**config.mk**
```make
export PLATFORM = sky130hd
export DESIGN_NAME = temp_alarm_ctrl
export DESIGN_NICKNAME = d
export VERILOG_FILES = /design/src/rtl/temp_alarm_ctrl.sv
export SDC_FILE = /design/constraint.sdc
export NUM_CORES = 1
export LEC_CHECK = 0
export CAP_MARGIN = 0
export CORE_MARGIN = 2
export CORE_UTILIZATION = 30
export CTS_CLUSTER_DIAMETER = 200
export DETAILED_ROUTE_END_ITERATION = 8
export SKIP_CTS_REPAIR_TIMING = 1
export SYNTH_ARGS = -nofsm -noshare
export SYNTH_HDL_FRONTEND = slang
export SYNTH_SLANG_ARGS = --single-unit
```
**constraint.sdc**
```tcl
create_clock -name clk -period 6.7 [get_ports clk]
set_clock_uncertainty 0.2 [all_clocks]
set_input_delay 1.34 -clock clk [delete_from_list [all_inputs] [get_ports clk]]
set_output_delay 1.34 -clock clk [all_outputs]
set_load 0.03 [all_outputs]
```
**src/rtl/temp_alarm_ctrl.sv**
```systemverilog
// temp_alarm_ctrl: box-averages 2**AVG_LOG2 ADC samples and classifies each
// window average into NORMAL / WARN / ALARM. Escalation is debounced, while
// de-escalation is immediate once the average falls below the hysteresis margin.
module temp_alarm_ctrl #(
  parameter int unsigned AVG_LOG2 = 2,
  parameter logic [9:0]  WARN_TH  = 10'd37,
  parameter logic [9:0]  ALARM_TH = 10'd60,
  parameter logic [9:0]  HYST     = 10'd2,
  parameter int unsigned DEB      = 2
) (
  input  logic       clk,
  input  logic       rst,
  input  logic [9:0] sample,
  input  logic       sample_valid,
  output logic [9:0] temp_avg,
  output logic       avg_valid,
  output logic [1:0] led,
  output logic [1:0] level,
  output logic       alarm_pulse
);

  localparam int unsigned AW  = 10 + AVG_LOG2;
  localparam int unsigned CW  = (AVG_LOG2 > 0) ? AVG_LOG2 : 1;
  localparam int unsigned NS  = 1 << AVG_LOG2;
  localparam logic [9:0]  WARN_LO  = WARN_TH - HYST;
  localparam logic [9:0]  ALARM_LO = ALARM_TH - HYST;

  typedef enum logic [1:0] {NORMAL = 2'd0, WARN = 2'd1, ALARM = 2'd2} state_t;

  logic [AW-1:0] acc;
  logic [CW-1:0] cnt;
  logic [AW-1:0] sum;
  logic          last;

  state_t        state, state_n, target;
  logic [3:0]    deb, deb_n;

  // The accumulator is sized so a full window of 1023s cannot overflow.
  assign sum  = acc + AW'(sample);
  assign last = (cnt == CW'(NS - 1));

  // Window accumulation; the completing sample publishes the truncated mean and
  // restarts the window so a strobe in the very next cycle is not lost.
  always_ff @(posedge clk) begin
    if (rst) begin
      acc       <= '0;
      cnt       <= '0;
      temp_avg  <= '0;
      avg_valid <= 1'b0;
    end else begin
      avg_valid <= 1'b0;
      if (sample_valid) begin
        if (last) begin
          temp_avg  <= sum[AVG_LOG2 +: 10];
          avg_valid <= 1'b1;
          acc       <= '0;
          cnt       <= '0;
        end else begin
          acc <= sum;
          cnt <= cnt + CW'(1);
        end
      end
    end
  end

  // Level requested by the current average; thresholds are strict "above".
  always_comb begin
    target = NORMAL;
    if (temp_avg > ALARM_TH)     target = ALARM;
    else if (temp_avg > WARN_TH) target = WARN;
  end

  // Next-state: debounced escalation, immediate hysteretic de-escalation.
  always_comb begin
    state_n = state;
    deb_n   = deb;
    if (avg_valid) begin
      if (target > state) begin
        if (deb + 4'd1 >= 4'(DEB)) begin
          state_n = target;
          deb_n   = '0;
        end else begin
          deb_n = deb + 4'd1;
        end
      end else begin
        deb_n = '0;
        case (state)
          ALARM: begin
            if (temp_avg <= WARN_LO)       state_n = NORMAL;
            else if (temp_avg <= ALARM_LO) state_n = WARN;
          end
          WARN: begin
            if (temp_avg <= WARN_LO) state_n = NORMAL;
          end
          default: state_n = state;
        endcase
      end
    end
  end

  // State register; the pulse marks only the transition into ALARM.
  always_ff @(posedge clk) begin
    if (rst) begin
      state       <= NORMAL;
      deb         <= '0;
      alarm_pulse <= 1'b0;
    end else begin
      state       <= state_n;
      deb         <= deb_n;
      alarm_pulse <= (state_n == ALARM) && (state != ALARM);
    end
  end

  assign level = state;
  assign led   = {state == ALARM, state != NORMAL};

endmodule

```
==> flow_summary.ini <==
[logic_synthesis]
syn_inst = 228
synth_edf_count = 0
synth_cell_type_count = 51
synth.most_common_cell = dfxtp_1
synth_top_cell_area_share_pct = 33.2
async_flop_share_pct = 0
synth_area_leaders = dfxtp_1 33%, ha_1 12%, a21oi_1 4.9%, nor2_1 4.3%, nand2_1 3.1%
synth.avg_cell_area_um2 = 8.46
synth.cells.most_frequent = 32 x dfxtp_1, 22 x nor2_1, 19 x a21oi_1
ys_seq_elements = 32
ys_seq_area_share_pct = 33.2
synth_area_um2 = 1930
yosysWarnings = 0
yosysTopAreaCell = dfxtp_1
syn_nets = 260
synth-main-ff-cell = dfxtp_1

[worst_setup_path]
cp.required_ps = 6730
startpoint_type = input port
worst-path-max-fanout = 4
reg2reg_to = alarm_pulse$_SDFF_PP0_
r2r_slack_ps = 3870
crit_type = in -> reg
timing.rr.start = temp_avg[6]$_SDFFE_PP0P_
setup.worst_path.end_class = flop
reg2regPathDepth = 10
cp.arrival_ps = 3580

[timing]
drv_slew = 0
finalSetupTns_ps = 0
timing.final.hold_violations = 0
fmaxAchievable_mhz = 282
slew_headroom_pct = 59.6
worst_pin_slew_ps = 605
setup_violations = 0
post-route-period-util_pct = 53.0
min_period_ps = 3550
rsz0062_at_grt = no

[cts]
clk_latency_ps = 280
clk_path_buf_depth = 2
numCtsBuffers = 5
htreeDepth = 2
tritoncts = yes
cts-root-buf = clkbuf_8
clk_pin_slew_worst_paths_ps = 70
cts.sinks = 32

[cells_and_area]
register_area_um2 = 641
multi_input_area_um2 = 1200
num_antenna_cells = 0
drive_gt1_share_pct = 6.64
fill_cells = 656
finalInstanceArea_um2 = 2360
layoutNonFillerInstCount = 333
fin_nets = 288
area_delta_synth_final_pct = 22.6

[outcome]
status = complete, no violations

[run]
cap_violations = 0

[routing]
wirelength_mm = 4.19
first_iter_violations = 63
ant_nets = 0
firstDrtPassIters = 4
drc = 0
wire_per_inst_um = 12.6
num_vias = 1729
vias_per_cell = 5.19

[hold_path]
hold_path.class = reg -> reg
whs_path_depth = 2
whs_endpoint = cnt[1]$_SDFFE_PP0P_
worstHoldStart = cnt[1]$_SDFFE_PP0P_

[global_route]
grt_usage_pct = 12.6
grt_overflow = 0
grt_antenna_before_repair = 0
grt_max_degree = 34
grt_pass1_wl_mm = 7.33
grt_pass1_vias = 1587

[power]
p_per_area_nw_per_um2 = 190
power.leakage_uw = 0.000891
peakVddDrop_mv = 0.0893
power_uw = 449

[place]
io_buffers = 28
gp_congestion = 0.804
dpl_cell_area_um2 = 2280
hpwl_mm = 3.22
dp.cells = 326

[die]
ios = 29
die_x_um = 84.2
dieHeight_um = 84.2
core_area_um2 = 6280
num_rows = 29
dieArea_um2 = 7090
initial_utilization_pct = 30.7
-- worst max path at each step --
stage	start	end	cells after the start
floorplan	sample[0]	temp_avg[6]$_SDFFE_PP0P_	9
global placement	sample[0]	temp_avg[6]$_SDFFE_PP0P_	10
detailed placement	sample[0]	temp_avg[6]$_SDFFE_PP0P_	10
CTS	sample[0]	temp_avg[6]$_SDFFE_PP0P_	10
global route	sample[0]	temp_avg[6]$_SDFFE_PP0P_	10
finish	sample[0]	temp_avg[6]$_SDFFE_PP0P_	10
-- logic make-up after synthesis --
family	count (synthesis)	share of synthesized area, %
AND/OR/NAND/NOR	75	20.8
adder cells (fa/ha/maj)	19	12.7
XOR/XNOR	8	3.63
AO/OA/AOI/OAI	67	23.5
buffers and inverters	24	4.67
multiplexers	3	1.56
flip-flops	32	33.2
-- critical path, cell delays in order --
cell,delay [ps]
clkdlybuf4s50_1,460
ha_1,180
inv_1,60
fa_1,410
nor2b_1,160
o31a_1,180
o21ai_2,80
a21oi_1,260
nor4b_1,280
a311o_1,170
-- registers in the layout, summed over array words and instances, names as in the netlist --
name	count
cnt	2
alarm_pulse	1
temp_avg	10
acc	12
avg_valid	1
deb	4
level	2
-- power by group --
part | leakage (uW) | internal [uW] | total, uW | switching (uW)
logic | 0.000590 | 46.7 | 103 | 56.7
registers | 0.000260 | 200 | 207 | 6.66
clock network | 0.0000400 | 70.2 | 139 | 69.2
total | 0.000891 | 317 | 449 | 132
-- layout make-up --
type / instances / share of cell area [%]
well taps: 77 / 4.07
inverters: 16 / 2.54
repair buffers: 29 / 12.2
clock inverters: 2 / 0.529
multi-input cells: 172 / 50.7
flip-flops and latches: 32 / 27.1
clock buffers: 5 / 2.91
-- layout by cell type, fill, tap and decap left out, types with 3 or more instances in the layout --
cell type and instances:
nor2_1 22, inv_1 15, clkbuf_8 5, nor4b_1 3, xnor2_1 6, clkdlybuf4s50_1 28
nand2_1 16, ha_1 18, and2_1 4, dfxtp_1 32, nand3_1 7, o21ai_0 6
a31oi_1 4, mux2i_1 3, a22oi_1 5, o31ai_1 3, a211oi_1 3, nor3_1 7
o21ai_1 4, a21oi_1 19, nor2b_1 4
-- routing by layer --
metal  vias to the layer above  track usage [%]  routed length [um]
met4                         0             4.40                  58
met1                       805             17.3                2130
met3                         7             2.85                 154
li1                        888                -                   -
met5                         -                0                   0
met2                        29             19.5                1850
-- per-stage QoR --
step | hold WS (ps) | utilization, % | worst slack [ps]
final | 298 | 37.7 | 3150
after global routing | 313 | 37.7 | 2980
after CTS | 300 | 37.7 | 3180
after detailed placement | 290 | 36.4 | 2890
after global placement | 273 | 36.4 | 2930
after floorplan | 245 | - | 3550
No activity file was read; power rests on OpenSTA's default activity.
